File: src/rtl/ycr_wb_burst_split.sv
// rtl/ycr_wb_burst_split.sv - burst-to-single-beat wishbone splitter with no-ack watchdog
module ycr_wb_burst_split #(
  parameter int WB_WIDTH = 32,
  parameter int BL_W     = 10,
  parameter int TO_W     = 8
) (
  input  logic                wb_clk,
  input  logic                wb_rst,
  input  logic                s_cyc_i,
  input  logic                s_stb_i,
  input  logic [WB_WIDTH-1:0] s_adr_i,
  input  logic                s_we_i,
  input  logic [WB_WIDTH-1:0] s_dat_i,
  input  logic [3:0]          s_sel_i,
  input  logic [BL_W-1:0]     s_bl_i,
  input  logic                s_bry_i,
  output logic [WB_WIDTH-1:0] s_dat_o,
  output logic                s_ack_o,
  output logic                s_lack_o,
  output logic                s_err_o,
  output logic                m_cyc_o,
  output logic                m_stb_o,
  output logic [WB_WIDTH-1:0] m_adr_o,
  output logic                m_we_o,
  output logic [WB_WIDTH-1:0] m_dat_o,
  output logic [3:0]          m_sel_o,
  input  logic [WB_WIDTH-1:0] m_dat_i,
  input  logic                m_ack_i,
  input  logic                m_err_i
);

  typedef enum logic [1:0] {IDLE, BEAT, RESP, DONE} state_t;

  // Watchdog fires on the last of 2**TO_W-1 strobed cycles (counter starts at 0).
  localparam logic [TO_W-1:0] WD_LAST = TO_W'((2 ** TO_W) - 2);

  state_t              state;
  state_t              state_nxt;
  logic [WB_WIDTH-1:0] adr_q;
  logic                we_q;
  logic [3:0]          sel_q;
  logic [BL_W-1:0]     beats_left;
  logic [TO_W-1:0]     wd_cnt;

  logic                req;
  logic                timeout;
  logic                beat_go;
  logic                term_err;
  logic                term_ack;
  logic [BL_W-1:0]     bl_eff;

  assign req      = s_cyc_i && s_stb_i;
  assign timeout  = (wd_cnt == WD_LAST);
  assign beat_go  = (state == BEAT) && !m_stb_o && s_bry_i;
  // Slave error beats everything; a real ack on the watchdog's last cycle still counts.
  assign term_err = (state == BEAT) && m_stb_o && (m_err_i || (timeout && !m_ack_i));
  assign term_ack = (state == BEAT) && m_stb_o && m_ack_i && !m_err_i;
  assign bl_eff   = (s_bl_i == '0) ? BL_W'(1) : s_bl_i;

  // State register
  always_ff @(posedge wb_clk or posedge wb_rst) begin
    if (wb_rst) state <= IDLE;
    else        state <= state_nxt;
  end

  // Next-state decode
  always_comb begin
    state_nxt = state;
    case (state)
      IDLE:    if (req) state_nxt = BEAT;
      BEAT:    if (term_err || term_ack) state_nxt = RESP;
      RESP:    state_nxt = (beats_left != '0) ? BEAT : DONE;
      DONE:    state_nxt = IDLE;
      default: state_nxt = IDLE;
    endcase
  end

  // Request latch, beat issue, termination capture and one-cycle upstream response
  always_ff @(posedge wb_clk or posedge wb_rst) begin
    if (wb_rst) begin
      adr_q      <= '0;
      we_q       <= 1'b0;
      sel_q      <= '0;
      beats_left <= '0;
      wd_cnt     <= '0;
      s_dat_o    <= '0;
      s_ack_o    <= 1'b0;
      s_lack_o   <= 1'b0;
      s_err_o    <= 1'b0;
      m_cyc_o    <= 1'b0;
      m_stb_o    <= 1'b0;
      m_adr_o    <= '0;
      m_we_o     <= 1'b0;
      m_dat_o    <= '0;
      m_sel_o    <= '0;
    end else begin
      s_ack_o  <= 1'b0;
      s_lack_o <= 1'b0;
      s_err_o  <= 1'b0;
      s_dat_o  <= '0;
      case (state)
        IDLE: begin
          if (req) begin
            adr_q      <= s_adr_i;
            we_q       <= s_we_i;
            sel_q      <= s_sel_i;
            beats_left <= bl_eff;
          end
        end
        BEAT: begin
          if (beat_go) begin
            m_cyc_o <= 1'b1;
            m_stb_o <= 1'b1;
            m_adr_o <= adr_q;
            m_we_o  <= we_q;
            m_sel_o <= sel_q;
            m_dat_o <= we_q ? s_dat_i : '0;
            wd_cnt  <= '0;
          end else if (term_err) begin
            m_cyc_o    <= 1'b0;
            m_stb_o    <= 1'b0;
            s_ack_o    <= 1'b1;
            s_lack_o   <= 1'b1;
            s_err_o    <= 1'b1;
            beats_left <= '0;
          end else if (term_ack) begin
            m_cyc_o    <= 1'b0;
            m_stb_o    <= 1'b0;
            s_ack_o    <= 1'b1;
            s_lack_o   <= (beats_left == BL_W'(1));
            s_dat_o    <= we_q ? '0 : m_dat_i;
            adr_q      <= adr_q + WB_WIDTH'(4);
            beats_left <= beats_left - BL_W'(1);
          end else if (m_stb_o) begin
            wd_cnt <= wd_cnt + TO_W'(1);
          end
        end
        default: ;
      endcase
    end
  end

endmodule
File: config.mk
export PLATFORM = sky130hd
export DESIGN_NAME = ycr_wb_burst_split
export DESIGN_NICKNAME = d
export VERILOG_FILES = /design/src/rtl/ycr_wb_burst_split.sv
export SDC_FILE = /design/constraint.sdc
export NUM_CORES = 1
export LEC_CHECK = 0
export BUFFER_PORTS_ARGS = -buffer_cell sky130_fd_sc_hd__buf_2
export CAP_MARGIN = 10
export CORE_MARGIN = 1.5
export CORE_UTILIZATION = 44
export CTS_BUF_LIST = sky130_fd_sc_hd__clkbuf_8
export DETAILED_ROUTE_END_ITERATION = 16
export PLACE_DENSITY = 0.76
export SLEW_MARGIN = 10
export SYNTH_ARGS = -nofsm -noshare
export SYNTH_HDL_FRONTEND = slang
export SYNTH_SLANG_ARGS = --single-unit
File: constraint.sdc
create_clock -name wb_clk -period 6.66 [get_ports wb_clk]
set_input_delay 0.666 -clock wb_clk [delete_from_list [all_inputs] [get_ports wb_clk]]
set_output_delay 0.666 -clock wb_clk [all_outputs]
set_load 0.05 [all_outputs]
# Yosys cells after proc, flatten, opt, wreduce, memory -nomap -nowiden
# Cells that the tools add are included.
# word_totals
reg_bits	162
inputBits	118
out_inout_bits	106
elab_cells	96
# op_classes
add_sub_neg	3
n_eq_ne	13
n_mux	39
reduce_logical	26
# ops
cell	count
2-to-1 mux 32 bit	10
one-hot mux 32 bit (2 select lines)	1
2-to-1 mux 10 bit	5
adder 32 x 3 -> 32 bit, second input constant	1
2-to-1 mux 8 bit	4
one-hot mux 10 bit (2 select lines)	1
2-to-1 mux 1 bit	14
!= test 2 bit, second input constant	6
equality test 10 x 1 -> 1 bit, second input constant	1
zero test 10 bit	1
nonzero test 10 bit	1
subtractor 10 x 1 -> 10 bit, second input constant	1
adder 8 x 1 -> 8 bit, second input constant	1
equality test 8 bit, second input constant	1
logical AND 1 bit	8
one-hot mux 2 bit (4 select lines)	1
AND reduction 2 bit	4
AND reduction 4 bit	2
2-to-1 mux 2 bit	3
AND reduction 5 bit	1
equality test 2 bit, second input constant	2
nonzero test 2 bit	2
zero test 1 bit	3
!= test 3 bit, second input constant	1
5 further kinds	6

# Depth between registers and ports, before layout
# Gate-level depths: netlist (run 1).
# logic_depth
word_depth	8
ltp_mapped	9
depth_no_buf	7

# Worst setup path after synthesis (run 1)
# OpenSTA, ideal clock, no wires.
# synth_timing
path_type	register to register
from	register m_stb_o
to	register adr_q[31]
setup_time_ns	0.120
arrival_ns	2.003
required_time_ns	6.540
slack_ns	4.538
path_stages_with_launch	6
n_path_buf	1
synth_period_minus_slack_ns	2.122
cell_sequence	dfrtp_1 -> nand3b_1 -> o21a_1 -> buf_2 -> or4_1 -> a31o_1
# synth_between
elab_chain_len	5
elab_cells_between_ends	11
cone_classes	eq/ne: 3; reduce/logical: 8
# synth_lines
element	line	source
from (decl)	22	output logic m_stb_o,
from (signal assigned)	91	m_stb_o <= 1'b0;
from (signal assigned)	113	m_stb_o <= 1'b1;
from (signal assigned)	121	m_stb_o <= 1'b0;
logical AND 1 bit or zero test 1 bit (tied branches)	56, 57, 54	
logical AND 1 bit (on tied branches) (2 in a row)	57, 54	
!= test 2 bit (no line)	-	
AND reduction 5 bit (no line) (*)	-	
to (signal assigned)	104	adr_q <= s_adr_i;
to (signal assigned)	132	adr_q <= adr_q + WB_WIDTH'(4);
to (decl)	39	logic [WB_WIDTH-1:0] adr_q;
# Mark *: on every way between the ends. The rest lies on a longest branch, timed or not.
# A chain may end at the register's enable or synchronous reset.

# Worst setup path in the final report (run 1)
# layout_timing
from	register state[1]
to	register adr_q[31]
# layout_between
elab_chain_len	6
elab_cells_between_ends	15
cone_classes	eq/ne: 5; mux: 1; reduce/logical: 9
# layout_lines
element	line	source
from (decl)	37	state_t state;
from (signal assigned)	63	else state <= state_nxt;
equality test 2 x 1 -> 1 bit	-	
logical AND 1 bit	56, 57	
logical AND 1 bit (2 in a row)	57	assign term_ack = (state == BEAT) && m_stb_o && m_ack_i && !m_err_i;
!= test 2 bit (no line)	-	
AND reduction 5 bit (no line)	-	
# Parallel ways exist; a longest one is shown, timed or not.

==> impl_metrics.yaml, run 1 <==
status:
  outcome: "completed"
finish:
  seqCellArea_um2: 4050
  drive_gt1_frac: 0.285
  final-instance-count-excl-fill: 1216
  antenna_cells: 0
  n_fill_cell: 1465
  area_growth_syn_to_layout_pct: 22.5
  multi_input_area_um2: 3000
  fin_nets: 1107
power_and_ir_drop:
  power_frac_clock: 0.178
  power.switching_w: 0.00210
  p_leak_nw: 4.71
  peakVddDrop_mv: 0.262
  power.share.switching: 0.482
  internal_power_w: 0.00225
  pwr-share-seq: 0.369
  power_density_nw_per_um2: 483
  pwr-share-comb: 0.454
timing:
  tightest_slew_ns: 1.04
  finalCritPeriodShare: 0.415
  finalSetupTns_ns: 0
  maxSlewViolCount: 0
  max_slew_margin: 0.303
  finalHoldViolCount: 0
  fin_skew_ns: 0.0136
  grt_setup_unrepaired: "no"
  hold_slack_ns: 0.388
  max_freq_ghz: 0.361
  setup-violations-final: 0
  period_needed_ns: 2.77
floorplanning:
  core-area_um2: 16500
  rows: 47
  dieArea_um2: 17500
  die_w_um: 132
  pin_count: 224
  die_h_um: 132
  initial_core_util: 0.446
worst_setup_path:
  cp-end-kind: "flip-flop"
  criticalPathCategory: "reg2reg"
  cp_max_fo: 28
  cp_data_required_time_ns: 7.00
  arrival_ns: 3.11
  cp-start-kind: "flip-flop"
detailed_routing:
  ant_nets: 0
  wl_um: 19100
  routed-via-count: 6430
  dr.pass1.iters: 5
  drc: 0
  vias_per_cell: 5.29
  wl_per_cell_um: 15.7
  drt_iter0_markers: 441
grt:
  track_usage: 0.224
  grt_pass1_vias: 5992
  grt_pass1_wl_um: 31200
  grt.overflow.total: 0
  grt_max_degree: 102
  antenna_found_initial: 0
synthesis:
  syn_inst: 790
  synth_seq_area_share: 0.552
  synth.distinct_cells: 67
  yosys.area_share.simple: 0.252
  synthXorXnorAreaFrac: 0.00716
  yosys_register_bits: 162
  synth-compound-area-share: 0.134
  async_flop_share: 1.00
  yosys_warnings: 0
  syn_area_per_cell_um2: 9.29
  synth.area.mux_share: 0.00273
  synth_top_family_by_area: "simple AND/OR/NAND/NOR gates"
  synth_edf_count: 0
  synth_fa_ha_area_frac: 0.00852
  syn_area_um2: 7340
  syn-num-nets: 913
  synth_top_flop_cell: "dfrtp_1"
clock_tree:
  ctsResizeCount: 0
  path_clk_slew_ns: 0.09
  h-tree-depth: 4
  cts_buffer_depth: 2
  cts_tree: "done"
  cts.sinks: 162
  cts_setup_buffers: 0
  cts_hold_buf: 0
  cts_buffers: 17
  clk-insertion-delay-late_ns: 0.45
  cts_root_buf: "clkbuf_8"
placement:
  numPortBuffers: 223
  finalWeightedCongestion: 0.814
  post-place-cells: 1185
  hpwl_um: 12900
flow_run:
  cap_violations: 0
hold_path:
  hold_path_class: "in2async"
-- registers in the layout (all words and copies together) (netlist names), 2 cells and up --
register    count
s_dat_o        32
sel_q           4
adr_q          32
m_dat_o        32
m_sel_o         4
state           2
m_adr_o        32
beats_left     10
wd_cnt          8
-- cells by family (layout without fill, tap and decap cells) --
logic type / Yosys count / count (layout)
xor gates and xnor gates: 6 / 6
adders and majority gates: 5 / 5
AOI/OAI and AO/OA: 146 / 146
DFF: 162 / 162
and+or+nand+nor: 397 / 397
buffers and inverters: 72 / 278
muxes: 2 / 2
-- power groups by stage --
stage	clock, W	combinational [W]	sequential, W
6_report	0.000771	0.00197	0.00160
2_1_floorplan	0	0.000906	0.00220
3_5_place_dp	0	0.00197	0.00162
3_3_place_gp	0	0.00193	0.00161
5_1_grt	0.000834	0.00213	0.00165
4_1_cts	0.000793	0.00198	0.00160
-- cells in the mapped netlist (5+ instances only) --
cell        n  share of area
ha_1        5         0.0085
nand3_1    55          0.038
nand4_1     8         0.0068
inv_1      17         0.0087
a21oi_1    52          0.035
dfrtp_1   162           0.55
a32oi_1     5         0.0060
or3_1       6         0.0051
o22ai_2     5         0.0085
nand2_1   217           0.11
and3_1      9         0.0077
and4_1      6         0.0072
and2_1     36          0.031
buf_2      12         0.0082
nor2_1     30          0.015
o21ai_0    24          0.016
buf_1       9         0.0046
clkbuf_1   29          0.015
a31oi_1     5         0.0043
o22ai_1    12          0.010
nor3_1      9         0.0061
xnor2_1     6         0.0072
-- metrics by stage --
step | instance area [um2] | util | power, W | worst slack, ns
2_1_floorplan | 7340 | - | 0.00311 | 1.62
5_1_grt | 8990 | 0.546 | 0.00462 | 3.70
3_5_place_dp | 8570 | 0.521 | 0.00359 | 3.72
3_3_place_gp | 8570 | 0.521 | 0.00354 | 3.73
4_1_cts | 8990 | 0.546 | 0.00437 | 3.87
6_report | 8990 | 0.546 | 0.00434 | 3.89
-- area by class of cell --
| type | instances | share of cell area |
|---|---|---|
| Tap cell | 220 | 0.0306 |
| Clock buffer | 17 | 0.0260 |
| Sequential cell | 162 | 0.451 |
| Inverter | 17 | 0.00765 |
| Timing Repair Buffer | 230 | 0.130 |
| Clock inverter | 14 | 0.0210 |
| Multi-Input combinational cell | 556 | 0.334 |
-- routing by layer --
metal	vias to the layer above	GRT usage	part of all wire
met5	-	0	0
met4	0	0.0790	0.021
met3	31	0.0473	0.064
met2	285	0.359	0.48
met1	3025	0.304	0.43
li1	3089	-	-
-- final timing paths --
| kind | startpoint | end | slack [ns] | cells past startpoint |
|---|---|---|---|---|
| setup / recovery | state[1] | adr_q[31] | 3.89 | 4 |
| hold / removal | wb_rst | s_dat_o[7] | 0.39 | 2 |
| setup reg to reg | state[1] | adr_q[31] | 3.89 | 4 |
| hold reg to reg | m_dat_o[21] | m_dat_o[21] | 0.47 | 2 |
| max in group asynchronous | wb_rst | s_dat_o[20] | 4.93 | 3 |
| min in group wb_clk | s_sel_i[3] | sel_q[3] | 0.40 | 3 |
-- worst max-delay path, cell delays in order, from the launching register on --
cell and delay, ns:
dfrtp_1 0.50, nand4bb_1 0.65, o21a_1 0.63, or4_1 0.64
a31o_1 0.22
-- cell usage in the layout, fill, tap and decap left out, drive strengths merged, types with 9 or more instances in the layout --
cell type  Yosys  layout
nand3         55      55
and2          37      37
nand2        217     217
inv           17      21
nor2          30      30
clkbuf        29      17
and3           9       9
buf           26     230
a21oi         54      54
o21ai         27      27
nand4          9       9
dfrtp        162     162
nor3          10      10
o22ai         17      17
Note: power is estimated with default switching activity, not from simulation.
==> run 2: changes to the inputs <==
==> constraint.sdc (replaced) <==
create_clock -name wb_clk -period 2.7 [get_ports wb_clk]
set_input_delay 0.27 -clock wb_clk [delete_from_list [all_inputs] [get_ports wb_clk]]
set_output_delay 0.27 -clock wb_clk [all_outputs]
set_load 0.05 [all_outputs]
==> impl_metrics.yaml, run 2 (synthesis results as in run 1) <==
status:
  outcome: "completed"
grt:
  grt_pass1_wl_um: 32700
  grt_max_degree: 90
  met1_usage: 0.311
  use_met3: 0.0507
  met2_usage: 0.381
  grt.overflow.total: 0
  grt_pass1_vias: 6461
  busiest_layer: "met2"
  antenna_found_initial: 2
  track_usage: 0.236
clock_tree:
  cts_setup_buffers: 0
  ctsResizeCount: 0
  clk-insertion-delay-late_ns: 0.47
  cts_buffer_depth: 2
  cts_root_buf: "clkbuf_8"
  path_clk_slew_ns: 0.10
  cts.sinks: 162
  cts_buffers: 17
  h-tree-depth: 4
  cts_tree: "done"
  cts_hold_buf: 36
timing:
  period_needed_ns: 2.32
  grt_setup_unrepaired: "no"
  tightest_slew_ns: 0.811
  finalCritPeriodShare: 0.860
  finalHoldViolCount: 0
  setup-violations-final: 0
  maxSlewViolCount: 0
  max_slew_margin: 0.460
  fin_skew_ns: 0.0172
  max_freq_ghz: 0.430
  finalSetupTns_ns: 0
finish:
  final_common_cell: "buf_2"
  final_area_um2: 9420
  drive_gt1_frac: 0.285
  final_core_util: 0.572
  area_growth_syn_to_layout_pct: 28.3
  fin_nets: 1156
  final_cell_mix: "buf_2, nand2_1, dfrtp_1"
worst_setup_path:
  cp_max_fo: 18
  cp-end-kind: "flip-flop"
  crit_end: "beats_left[2]"
  rr_endpoint: "beats_left[2]"
  arrival_ns: 2.66
  startpoint: "state[0]"
  criticalPathCategory: "reg2reg"
  cp_data_required_time_ns: 3.04
  ff2ff_setup_slack_ns: 0.38
  r2r-start: "state[0]"
  cp-start-kind: "flip-flop"
  worstRegToRegCells: 5
detailed_routing:
  vias_per_cell: 5.26
  dr.pass1.iters: 5
  drc: 0
  wl_um: 19900
  ant_nets: 0
  drt_iter0_markers: 440
  wl_per_cell_um: 15.7
  routed-via-count: 6664
placement:
  finalWeightedCongestion: 0.843
  dpl-instance-area_um2: 8680
  numPortBuffers: 223
  hpwl_um: 13500
flow_run:
  cap_violations: 0
floorplanning:
  pin_count: 224
  die_h_um: 132
  core-area_um2: 16500
  initial_core_util: 0.446
  rows: 47
  die_w_um: 132
  dieArea_um2: 17500
power_and_ir_drop:
  peakVddDrop_mv: 0.650
  power_density_nw_per_um2: 1130
  p_leak_nw: 4.91
hold_path:
  hold_path_class: "in2reg"
==> run 2: how the worst min path moves through the flow <==
stage,from,end,slack [ns],cells after the start
6_report,s_dat_i[22],m_dat_o[22],0.02,3
3_5_place_dp,wb_rst,beats_left[0],0.44,3
3_3_place_gp,wb_rst,beats_left[0],0.44,3
2_1_floorplan,s_adr_i[1],adr_q[1],0.38,2
4_1_cts,s_dat_i[22],m_dat_o[22],0.001,3
5_1_grt,m_dat_i[9],s_dat_o[9],0.002,2
==> run 2: cell type report <==
| class | count | area (um2) |
|---|---|---|
| clock inverters | 15 | 124 |
| flip-flops and latches | 162 | 4050 |
| well taps | 220 | 275 |
| inverters | 17 | 67.6 |
| fillers | 1512 | 7050 |
| clock buffers | 17 | 234 |
| multi-input cells | 556 | 3000 |
| diodes | 2 | 5.00 |
| repair buffers | 279 | 1660 |
==> run 2: worst max-delay path, cell delays in order (launching register included) <==
cell,delay [ns]
dfrtp_1,0.48
nor4bb_4,0.20
or3_1,0.40
or3_1,0.69
a21oi_1,0.30
o22ai_2,0.11
==> run 2: stage by stage <==
step,power [W],hold slack [ns],worst slack [ns],instances
after CTS,0.0107,0.00112,0.389,1264
after detailed placement,0.00896,0.445,0.412,1196
after global routing,0.0113,0.00226,0.142,1268
final,0.0106,0.0223,0.377,1268
after floorplan,0.00767,0.375,0.373,790
after global placement,0.00882,0.443,0.515,1196
==> run 2: power by group <==
| group | switching (W) | internal, W | leakage (nW) |
|---|---|---|---|
| clock network | 0.000989 | 0.000663 | 0.186 |
| logic | 0.00365 | 0.00137 | 2.64 |
| registers | 0.000668 | 0.00327 | 2.08 |
==> run 2: metal layers <==
metal,wire length (um),vias to the layer above
li1,-,3184
met1,8420,3135
met2,9740,304
met3,1290,41
met4,461,0
met5,0,-
